[src/rtl/imem_loader_if.sv]
`default_nettype none
// ============================================================================
// Module      : imem_loader_if
// Description : Byte-stream, instruction-memory write and status bundle for
//               the boot-time program loader.
// Revision    : 1.0 - initial release
// ============================================================================
interface imem_loader_if #(
  parameter int ADDR_WIDTH = 10
);
  logic                  Start;
  logic                  ByteValid;
  logic [7:0]            ByteData;
  logic                  ByteReady;
  logic                  ImemWriteEnable;
  logic [31:0]           ImemWriteAddress;
  logic [31:0]           ImemWriteData;
  logic                  CpuReset;
  logic                  Done;
  logic                  Error;
  logic [ADDR_WIDTH:0]   WordCount;

  // Host/byte-source side.
  modport master (
    output Start, ByteValid, ByteData,
    input  ByteReady, ImemWriteEnable, ImemWriteAddress, ImemWriteData,
           CpuReset, Done, Error, WordCount
  );

  // Loader side.
  modport slave (
    input  Start, ByteValid, ByteData,
    output ByteReady, ImemWriteEnable, ImemWriteAddress, ImemWriteData,
           CpuReset, Done, Error, WordCount
  );
endinterface
`default_nettype wire

[src/rtl/imem_loader.sv]
`default_nettype none
// ============================================================================
// Module      : imem_loader
// Description : Framed byte-stream loader writing 32-bit words into
//               instruction memory while holding the CPU in reset.
// Revision    : 1.0 - initial release
// ============================================================================
module imem_loader #(
  parameter int ADDR_WIDTH = 10,
  parameter int START_WORD = 0
) (
  input  wire logic     Clk,
  input  wire logic     Rst,
  imem_loader_if.slave  bus
);

  typedef enum logic [2:0] {
    S_IDLE   = 3'd0,
    S_LEN_HI = 3'd1,
    S_LEN_LO = 3'd2,
    S_DATA   = 3'd3,
    S_CHECK  = 3'd4,
    S_DONE   = 3'd5,
    S_ERROR  = 3'd6
  } state_t;

  localparam logic [32:0] c_CAPACITY = 33'd1 << ADDR_WIDTH;
  localparam logic [32:0] c_START33  = 33'(START_WORD);
  localparam logic [31:0] c_START32  = 32'(START_WORD);

  state_t              r_state;
  state_t              w_nextState;

  logic [7:0]          r_lenHi;
  logic [15:0]         r_len;
  logic [23:0]         r_wordShift;
  logic [1:0]          r_byteIdx;
  logic [7:0]          r_sum;
  logic [ADDR_WIDTH:0] r_wordCount;
  logic                r_wrEn;
  logic [31:0]         r_wrAddr;
  logic [31:0]         r_wrData;

  logic                w_byteReady;
  logic                w_accept;
  logic                w_sessionStart;
  logic [15:0]         w_len;
  logic                w_lenOk;
  logic                w_wordDone;
  logic                w_lastWord;
  logic [31:0]         w_wordValue;
  logic [31:0]         w_wordIndex;
  logic [31:0]         w_writeAddr;

  assign w_byteReady    = (r_state == S_LEN_HI) || (r_state == S_LEN_LO) ||
                          (r_state == S_DATA)   || (r_state == S_CHECK);
  assign w_accept       = bus.ByteValid && w_byteReady;
  assign w_sessionStart = bus.Start && ((r_state == S_IDLE) ||
                          (r_state == S_DONE) || (r_state == S_ERROR));

  // The whole frame must fit between START_WORD and the top of memory.
  assign w_len       = {r_lenHi, bus.ByteData};
  assign w_lenOk     = (w_len != 16'd0) && ((33'(w_len) + c_START33) <= c_CAPACITY);

  assign w_wordDone  = (r_byteIdx == 2'd3);
  assign w_lastWord  = ((33'(r_wordCount) + 33'd1) == 33'(r_len));
  assign w_wordValue = {r_wordShift, bus.ByteData};
  assign w_wordIndex = c_START32 + 32'(r_wordCount);
  assign w_writeAddr = {w_wordIndex[29:0], 2'b00};

  always_ff @(posedge Clk) begin
    if (Rst) begin
      r_state <= S_IDLE;
    end else begin
      r_state <= w_nextState;
    end
  end

  always_comb begin
    w_nextState = r_state;
    case (r_state)
      S_IDLE, S_DONE, S_ERROR: begin
        if (bus.Start) w_nextState = S_LEN_HI;
      end
      S_LEN_HI: begin
        if (w_accept) w_nextState = S_LEN_LO;
      end
      S_LEN_LO: begin
        if (w_accept) w_nextState = w_lenOk ? S_DATA : S_ERROR;
      end
      S_DATA: begin
        if (w_accept && w_wordDone && w_lastWord) w_nextState = S_CHECK;
      end
      S_CHECK: begin
        if (w_accept) w_nextState = (bus.ByteData == r_sum) ? S_DONE : S_ERROR;
      end
      default: w_nextState = S_IDLE;
    endcase
  end

  always_ff @(posedge Clk) begin
    if (Rst) begin
      r_lenHi     <= 8'd0;
      r_len       <= 16'd0;
      r_wordShift <= 24'd0;
      r_byteIdx   <= 2'd0;
      r_sum       <= 8'd0;
      r_wordCount <= '0;
      r_wrEn      <= 1'b0;
      r_wrAddr    <= 32'd0;
      r_wrData    <= 32'd0;
    end else begin
      r_wrEn <= 1'b0;
      if ((r_state == S_IDLE) || w_sessionStart) begin
        r_wordCount <= '0;
        r_sum       <= 8'd0;
        r_byteIdx   <= 2'd0;
      end
      if (w_accept) begin
        case (r_state)
          S_LEN_HI: r_lenHi <= bus.ByteData;
          S_LEN_LO: r_len   <= w_len;
          S_DATA: begin
            r_wordShift <= w_wordValue[23:0];
            r_sum       <= r_sum + bus.ByteData;
            r_byteIdx   <= r_byteIdx + 2'd1;
            // Address is taken from the pre-increment count: word k lands at START_WORD+k.
            if (w_wordDone) begin
              r_wrEn      <= 1'b1;
              r_wrAddr    <= w_writeAddr;
              r_wrData    <= w_wordValue;
              r_wordCount <= r_wordCount + 1'b1;
            end
          end
          default: ;
        endcase
      end
    end
  end

  assign bus.ByteReady        = w_byteReady;
  assign bus.ImemWriteEnable  = r_wrEn;
  assign bus.ImemWriteAddress = r_wrAddr;
  assign bus.ImemWriteData    = r_wrData;
  assign bus.CpuReset         = (r_state != S_DONE);
  assign bus.Done             = (r_state == S_DONE);
  assign bus.Error            = (r_state == S_ERROR);
  assign bus.WordCount        = r_wordCount;

endmodule
`default_nettype wire

[src/flat_wrapper.sv]
// flat-port wrapper written by rule: the top's interface ports become plain ports
module imem_loader_flat 
#(
  parameter int ADDR_WIDTH = 10,
  parameter int START_WORD = 0
)
  (Clk, Rst, bus_Start, bus_ByteValid, bus_ByteData, bus_ByteReady, bus_ImemWriteEnable, bus_ImemWriteAddress, bus_ImemWriteData, bus_CpuReset, bus_Done, bus_Error, bus_WordCount);
  imem_loader_if #(.ADDR_WIDTH(ADDR_WIDTH)) bus_i ();
  input  wire logic Clk;
  input  wire logic Rst;
  input wire logic [$bits(bus_i.Start)-1:0] bus_Start;
  input wire logic [$bits(bus_i.ByteValid)-1:0] bus_ByteValid;
  input wire logic [$bits(bus_i.ByteData)-1:0] bus_ByteData;
  output wire logic [$bits(bus_i.ByteReady)-1:0] bus_ByteReady;
  output wire logic [$bits(bus_i.ImemWriteEnable)-1:0] bus_ImemWriteEnable;
  output wire logic [$bits(bus_i.ImemWriteAddress)-1:0] bus_ImemWriteAddress;
  output wire logic [$bits(bus_i.ImemWriteData)-1:0] bus_ImemWriteData;
  output wire logic [$bits(bus_i.CpuReset)-1:0] bus_CpuReset;
  output wire logic [$bits(bus_i.Done)-1:0] bus_Done;
  output wire logic [$bits(bus_i.Error)-1:0] bus_Error;
  output wire logic [$bits(bus_i.WordCount)-1:0] bus_WordCount;
  assign bus_i.Start = bus_Start;
  assign bus_i.ByteValid = bus_ByteValid;
  assign bus_i.ByteData = bus_ByteData;
  assign bus_ByteReady = bus_i.ByteReady;
  assign bus_ImemWriteEnable = bus_i.ImemWriteEnable;
  assign bus_ImemWriteAddress = bus_i.ImemWriteAddress;
  assign bus_ImemWriteData = bus_i.ImemWriteData;
  assign bus_CpuReset = bus_i.CpuReset;
  assign bus_Done = bus_i.Done;
  assign bus_Error = bus_i.Error;
  assign bus_WordCount = bus_i.WordCount;
  imem_loader #(.ADDR_WIDTH(ADDR_WIDTH), .START_WORD(START_WORD)) u_core (.Clk(Clk), .Rst(Rst), .bus(bus_i));
endmodule
[config.mk]
export PLATFORM = sky130hd
export DESIGN_NAME = imem_loader_flat
export DESIGN_NICKNAME = d
export VERILOG_FILES = /design/src/rtl/imem_loader_if.sv /design/src/rtl/imem_loader.sv /design/src/flat_wrapper.sv
export SDC_FILE = /design/constraint.sdc
export NUM_CORES = 1
export LEC_CHECK = 0
export ABC_AREA = 1
export BUFFER_PORTS_ARGS = -buffer_cell sky130_fd_sc_hd__buf_4
export CORE_MARGIN = 8
export CORE_UTILIZATION = 35
export DETAILED_ROUTE_END_ITERATION = 12
export GPL_TIMING_DRIVEN = 0
export PLACE_DENSITY = 0.58
export SETUP_SLACK_MARGIN = 0.5
export SLEW_MARGIN = 10
export SYNTH_ARGS = -nofsm -noshare
export SYNTH_HDL_FRONTEND = slang
export SYNTH_SLANG_ARGS = --single-unit
[constraint.sdc]
create_clock -name Clk -period 1.7 [get_ports Clk]
set_input_delay 0.17 -clock Clk [delete_from_list [all_inputs] [get_ports Clk]]
set_output_delay 0.17 -clock Clk [all_outputs]
set_load 0.03 [all_outputs]
* Word-level counts from Yosys, hierarchy flattened
Index checks and enable logic that the tools add are counted. W data, S select, Z words.
Storage, ports and cells: register bits after elaboration 116, word-level logic and storage cells 71, output and inout port bits 80
Operators by class: $lt $le $gt $ge 1, $add $sub $neg 4, mux-type cells 19, reductions and logical operators 20, equality and inequality tests 15, bitwise gates (word level) 2
Operator list (count):
- $mux W11 | 4
- $eq A33 B16 Y1 | 1
- $mux W8 | 3
- $mux W3 | 6
- $le A16 B11 Y1 const B | 1
- $reduce_bool A16 Y1 | 1
- $pmux W3 S5 | 1
- $add A11 B1 Y12 const B | 1
- $add A11 B1 Y11 const B | 1
- $eq A3 B3 Y1 const B | 3
- $add A8 B8 Y8 | 1
- $eq A8 B8 Y1 | 1
- $mux W2 | 4
- $eq A3 B2 Y1 const B | 2
- $logic_or A1 B1 Y1 | 6
- $ne A2 B1 Y1 const B | 3
- $reduce_and A2 Y1 | 3
- $reduce_or A3 Y1 | 2
- $logic_and A1 B1 Y1 | 5
- $reduce_and A5 Y1 | 1
- $ne A2 B2 Y1 const B | 2
- $eq A3 B1 Y1 const B | 1
- $logic_not A3 Y1 | 1
- $ne A3 B3 Y1 const B | 1
- 5 further kinds | 6

* Depth between registers and ports, before layout
Gate-level depths: netlist of the first run.
depth in word-level cells 9, depth in mapped cells 16

* Worst setup path after synthesis of the first run
Ideal clock, no wire load.
path kind reg2reg, from register u_core.r_wordCount[0], in the netlist u_core.bus.WordCount[0], to register u_core.r_state[2], library setup time 0.115 ns, arrival 1.880 ns, stages on the path, launching flop included 14, period minus slack after synthesis 1.995 ns, setup slack -0.295 ns, path through dfxtp_1 ha_1 nand3_1 inv_1 nand2_1 nand2_1 and2_1 nor2_1 nor2_1 nand4_1 nand2_1 nand3_1 nand2_1 nor2_1
On the way: longest elaborated chain between the ends 5
Ends and longest elaborated chain:
- start, declared | line imem_loader.sv:39 | logic [ADDR_WIDTH:0] r_wordCount;
- start signal, assigned | line imem_loader.sv:132 | r_wordCount <= r_wordCount + 1'b1;
- $add A11 B1 Y12 | line imem_loader.sv:66 | assign w_lastWord = ((33'(r_wordCount) + 33'd1) == 33'(r_len));
- $eq A33 B16 Y1 | line imem_loader.sv:66
- $logic_and A1 B1 Y1 | line imem_loader.sv:92 | if (w_accept && w_wordDone && w_lastWord) w_nextState = S_CHECK;
- $ne A2 B2 Y1 (no source line)
- $reduce_and A5 Y1 (no source line)
- end signal, assigned | line imem_loader.sv:75 | r_state <= w_nextState;
- end, declared | line imem_loader.sv:31 | state_t r_state;
Every way passes these cells. A chain may end at the register's enable or synchronous reset.

* Final worst setup path of the first run
Ends and elaborated chain as after synthesis.

==> metrics.cfg, run 1 <==
[run_status]
status = finished with violations
violations = setup timing

[timing]
worst_slew_pin_slew_ns = 0.7505
setup_viol = 41
hold_violations = 0
fmax_ghz = 0.5213
relSlewSlack = 0.4997
skew_ns = 0.006464
slew_viol_final = 0
hold_slack_ns = 0.1435
min_period_ns = 1.918
fin_ws_ns = -0.2182
rsz0062_at_grt = true
post-route-period-util = 1.128

[yosys]
synth_commonest_cells = dfxtp_1 (116), nand2_1 (108), inv_1 (81)
synth_async_sr_flop_share = 0
synth_edf_count = 0
yosys-top-cells-area = dfxtp_1 (45%), nand2_1 (7.8%), nand3_1 (7.1%)
yosysTopAreaCellShare = 0.4483
synthSimpleGateAreaFrac = 0.2232
postSynthAreaPerCell_um2 = 7.464
synth.area.mux_share = 0
synth_top_family_by_area = simple AND/OR/NAND/NOR gates
seq_area_frac_synth = 0.4483
synth_warnings = 0
synth.distinct_cells = 36
synth-compound-area-share = 0.1696
syn_area_um2 = 5180
ys_seq_elements = 116
synth_ff_type = dfxtp_1
syn_inst = 694
synth.largest_area_cell = dfxtp_1
yosysMostFrequentCell = dfxtp_1
synthXorXnorAreaFrac = 0.01111
synth_fa_ha_area_frac = 0.02560

[clocking]
clock-root-buffer = clkbuf_16
cts_tree = built
htreeDepth = 4
clock_latency_ns = 0.42
clkSinkCount = 116
holdBufCountCts = 0
clockBufferDepth = 2
path_clk_slew_ns = 0.05
tritoncts.num_buffers = 17

[placed_design]
gp_congestion = 0.8838
dpl_cell_area_um2 = 6347
dp_worst_setup_slack_ns = -0.2596
dp_hpwl_um = 11390
port_buffers = 70

[grt]
antenna_found_initial = 0
grt_start_max_net_pins = 17
grt_usage = 0.1782
grt_pass1_vias = 5229
grt-ovfl-total = 0
grt_pass1_wl_um = 26190

[worst_setup_path]
worstRegToRegCells = 14
cp-endpoint = u_core.r_state[2]
timing.critical_path.fanout_max = 5
timing.rr.end = u_core.r_state[2]
end_kind = flop
cp-startpoint = u_core.bus.WordCount[0]
crit_arrival_ns = 2.22
worstPathRequired_ns = 2.01
r2r_slack_ns = -0.22
crit_type = flop to flop
cp-start-kind = flop
r2r_start = u_core.bus.WordCount[0]

[routing]
via_per_inst = 5.000
drt_wl_total_um = 17090
drtIter0Drc = 383
vias = 5270
wl_per_cell_um = 16.22
drtPass1Iterations = 5
drc_errors = 0
postRouteAntennaNets = 0

[floorplan]
start_util = 0.3578
top_level_ports = 92
placementRows = 44
dieArea_um2 = 18950
die_w_um = 137.7
die_h_um = 137.7
core_area_um2 = 14480

[pwr]
vdd_drop_max_mv = 0.7550
power_density_nw_per_um2 = 1052
p_clk_frac = 0.378
seqPwrFrac = 0.354
p_total_mw = 8.805
p_sw_mw = 2.859
swShare = 0.3247
power.leakage_nw = 3.510
p_int_mw = 5.946
power_frac_comb = 0.268

[flow_run]
drv_cap = 0

[final_layout]
area.growth.synth_to_final_pct = 61.62
final_area_um2 = 8372
fin_util = 0.5782
diodes = 0
nNetsFinal = 879
drive_above_1_share = 0.4862

[hold_path]
hp-class = input port to flop

==> worst max-delay path, cell delays in order, from the launching register on <==
cell     delay [ns]
dfxtp_4        0.35
ha_4           0.29
nor2_4         0.04
nor2_2         0.06
nand2_1        0.07
nor2_1         0.10
nand2_1        0.06
nor2_1         0.09
nand3_1        0.10
nor2_1         0.10
nand4_1        0.16
nand2_2        0.18
nand3_2        0.08
nand2_1        0.07
nor2_1         0.05
==> logic make-up (layout without fill, tap and decap cells) <==
kind of cell,count (synthesis),in the layout
simple gates,251,251
xor+xnor,5,5
other cells,1,21
compound gates,173,173
buf+inv,138,294
flops,116,116
fa+ha+maj,10,10
==> stage by stage <==
step,setup TNS [ns],cells
floorplan,0,714
global placement,-7.157,968
detailed placement,-8.639,968
CTS,-0.7336,1040
global route,-5.763,1054
finish,-2.044,1054
==> power by group through the flow <==
stage / registers (mW) / logic (mW) / clock network, mW
3_5_place_dp: 3.12 / 1.55 / 0
5_1_grt: 3.13 / 2.53 / 3.47
2_1_floorplan: 3.08 / 1.19 / 0
4_1_cts: 3.09 / 2.10 / 3.34
6_report: 3.11 / 2.36 / 3.33
3_3_place_gp: 3.12 / 1.52 / 0
==> cells in the final DEF, fill, tap and decap left out, types with 3 or more instances in the layout <==
master / instances
inv_4: 4
nand2_2: 22
ha_4: 5
clkbuf_16: 21
a21oi_2: 22
o21ai_0: 12
nand3_1: 22
clkbuf_1: 8
o21ai_4: 3
nor2_4: 8
o22ai_2: 5
nand4_1: 8
nor3_1: 10
clkinvlp_4: 4
inv_2: 8
nor2_1: 25
dfxtp_2: 9
clkinv_4: 3
nor2_2: 5
buf_8: 9
o21ai_2: 59
dfxtp_1: 100
xor2_1: 3
inv_1: 72
buf_12: 7
nand3_2: 50
nand3b_1: 4
ha_1: 3
clkbuf_8: 8
nand2_4: 3
dfxtp_4: 7
conb_1: 21
nand2_1: 81
buf_6: 30
o21ai_1: 21
buf_4: 107
a21oi_1: 48
==> final cells by class <==
type                            instances  area, µm²
Timing Repair Buffer                  124       1194
Tap cell                              184      230.2
Clock buffer                           22      484.2
Multi-Input combinational cell        460       3198
Buffer                                 51      481.7
Sequential cell                       116       2360
Clock inverter                         10      72.57
Inverter                               87      351.6
Fill cell                            1266       6107
==> what timing repair did <==
action | in CTS | in global routing
gates resized for setup | 209 | 80
setup endpoints to repair | 122 | 123
setup buffers | 29 | 11
gates cloned | 11 | 3
pin swaps | 49 | 13
==> worst min-delay path by stage <==
stage | start | cells after the start | slack [ns] | end
2_1_floorplan | bus_ByteData[3] | 2 | 0.35 | u_core.r_lenHi[3]
3_3_place_gp | u_core.r_wordShift[23] | 2 | 0.45 | u_core.r_wordShift[23]
3_5_place_dp | u_core.r_wordShift[18] | 2 | 0.45 | u_core.bus.ImemWriteData[26]
4_1_cts | bus_ByteData[3] | 3 | 0.13 | u_core.r_len[3]
5_1_grt | bus_ByteData[3] | 3 | 0.15 | u_core.bus.ImemWriteData[3]
6_report | bus_ByteData[3] | 3 | 0.14 | u_core.r_len[3]
==> state kept, by name, indices dropped and copies added (netlist names) <==
| name | cells |
|---|---|
| u_core.bus.ImemWriteAddress | 11 |
| u_core.r_state | 3 |
| u_core.r_byteIdx | 2 |
| u_core.r_sum | 8 |
| u_core.bus.WordCount | 11 |
| u_core.bus.ImemWriteEnable | 1 |
| u_core.r_wordShift | 24 |
| u_core.r_lenHi | 8 |
| u_core.r_len | 16 |
| u_core.bus.ImemWriteData | 32 |
==> layer usage <==
metal  GRT usage  vias up  share of wire
met3     0.04449       21          0.057
li1            -     2596              -
met1      0.2073     2496           0.42
met5           0        -              0
met4     0.07544        0          0.017
met2      0.3046      157           0.50
Power figures use the tool's default switching activity.
==> inputs of run 2 (changes only) <==
GPL_TIMING_DRIVEN = 1   (was 0)
==> run 2 against run 1 <==
  * First-iteration DRC count rose by 23%
  * Critical endpoint unchanged
  * Highest routed layer unchanged
  * The flow still finishes with violations (setup timing)
  * Routed wire length rose by 8.9%
  * Final cell count rose by 1.8%
  * Non-clock buffer count rose by 14
  * Clock skew rose by 0.0035 ns
==> metrics.cfg, run 2 (synthesized netlist as in run 1, its figures left out) <==
[grt]
antenna_found_initial = 0
grt-ovfl-total = 0
grt_pass1_vias = 5387
grt_start_max_net_pins = 95
grt_pass1_wl_um = 27420
grt_usage = 0.1863

[timing]
post-route-period-util = 1.091
hold_slack_ns = 0.1792
rsz0062_at_grt = true
hold_violations = 0
skew_ns = 0.009954
slew_viol_final = 0
fin_ws_ns = -0.1540
min_period_ns = 1.854
setup_viol = 69
fmax_ghz = 0.5394

[routing]
drtIter0Drc = 473
drt_wl_total_um = 18610
drtPass1Iterations = 5
vias = 5607
wl_per_cell_um = 17.34
via_per_inst = 5.226
drc_errors = 0
postRouteAntennaNets = 0

[clocking]
holdBufCountCts = 0
path_clk_slew_ns = 0.06
clkSinkCount = 116
clockBufferDepth = 2
htreeDepth = 4
clock-root-buffer = clkbuf_16
tritoncts.num_buffers = 17
clock_latency_ns = 0.42
cts_tree = built

[worst_setup_path]
r2r_slack_ns = -0.15
cp-start-kind = flop
end_kind = flop
worstRegToRegCells = 13
crit_type = flop to flop
timing.critical_path.fanout_max = 5
r2r_start = u_core.bus.WordCount[4]
worstPathRequired_ns = 2.01
timing.rr.end = u_core.r_state[2]
crit_arrival_ns = 2.17

[final_layout]
area.growth.synth_to_final_pct = 69.88
fillers = 1161
final_common_cell = buf_4
largest_reg_flops = 32
drive_above_1_share = 0.4522
layout_common_cells = buf_4 (108), dfxtp_1 (99), nand2_1 (79), inv_1 (72), nand3_1 (47)
diodes = 0
nNetsFinal = 898

[floorplan]
dieArea_um2 = 18950
core_area_um2 = 14480
top_level_ports = 92
start_util = 0.3578
die_w_um = 137.7
die_h_um = 137.7
placementRows = 44

[placed_design]
gp_congestion = 0.9145
port_buffers = 70
dp_hpwl_um = 10600

[run_status]
status = finished with violations
violations = setup timing

[pwr]
vdd_drop_max_mv = 0.6654
power_density_nw_per_um2 = 1065
p_total_mw = 9.368
power.leakage_nw = 3.832

[hold_path]
hp-class = input port to flop
hold_depth = 3
min_to = u_core.r_lenHi[3]
worstHoldStart = bus_ByteData[3]

[flow_run]
drv_cap = 0

run 2: changes by cell type in the layout (fill, tap and decap cells not counted), sizes merged:
cell,change
nor2,+1
clkinvlp,-2
bufinv,+4
inv,+3
clkbuf,-20
clkinv,+3
buf,+30
run 2: layer usage:
metal	GRT usage	up-vias	wire, µm
li1	-	2640	-
met1	0.2144	2716	7271
met2	0.3210	211	9726
met3	0.03866	40	1110
met4	0.09234	0	501
met5	0	-	0
run 2: worst max path at each step:
stage	from	to	slack (ns)	cells past startpoint
after floorplan	u_core.r_sum[0]	u_core.r_sum[6]	0.06	13
after global placement	u_core.bus.WordCount[3]	u_core.r_state[1]	-0.04	14
after detailed placement	u_core.bus.WordCount[3]	u_core.r_state[2]	-0.14	14
after CTS	u_core.bus.WordCount[1]	u_core.r_state[2]	-0.11	14
after global routing	u_core.bus.WordCount[1]	u_core.r_state[2]	-0.39	14
final	u_core.bus.WordCount[4]	u_core.r_state[2]	-0.15	13
run 2: layout make-up:
type	count	area (µm²)	area share
Clock buffer	18	429.2	0.04877
Clock inverter	14	201.4	0.02289
Inverter	87	364.1	0.04138
Multi-Input combinational cell	461	2963	0.3367
Sequential cell	116	2366	0.2689
Tap cell	184	230.2	0.02616
Timing Repair Buffer	189	2201	0.2501
Timing Repair inverter	4	45.04	0.005119
run 2: where the power goes:
group,internal (mW),total (mW),switching (mW)
clock network,2.47,3.85,1.38
registers,2.92,3.10,0.178
logic,1.07,2.43,1.36
total,6.46,9.37,2.91
run 2: stage by stage:
step	std cells	setup WS [ns]	cell area [µm²]	TNS, ns	util
final	1073	-0.1540	8800	-2.327	0.6078
after global routing	1073	-0.3944	8800	-9.055	0.6078
after CTS	1054	-0.1118	8374	-0.5930	0.5784
after detailed placement	974	-0.1425	6451	-0.4855	0.4456
after global placement	974	-0.04478	6451	-0.1411	0.4456
after floorplan	714	0.06021	5592	0	-
run 2: repair_timing:
action | CTS | global route
gates cloned | 20 | 4
setup buffers | 28 | 15
setup endpoints to repair | 130 | 128
gates resized for setup | 163 | 58
pin swaps | 48 | 21
run 2: critical path, stage by stage, from the launching register on:
cell,delay (ns)
dfxtp_4,0.37
nand2_1,0.08
nor2_1,0.25
nand3_1,0.12
nand2_1,0.09
nand2_1,0.07
nand2_1,0.07
nand2_1,0.07
nor2_1,0.10
nand4_1,0.16
nand2_2,0.15
nand3_1,0.09
nand2_1,0.08
nor2_1,0.05
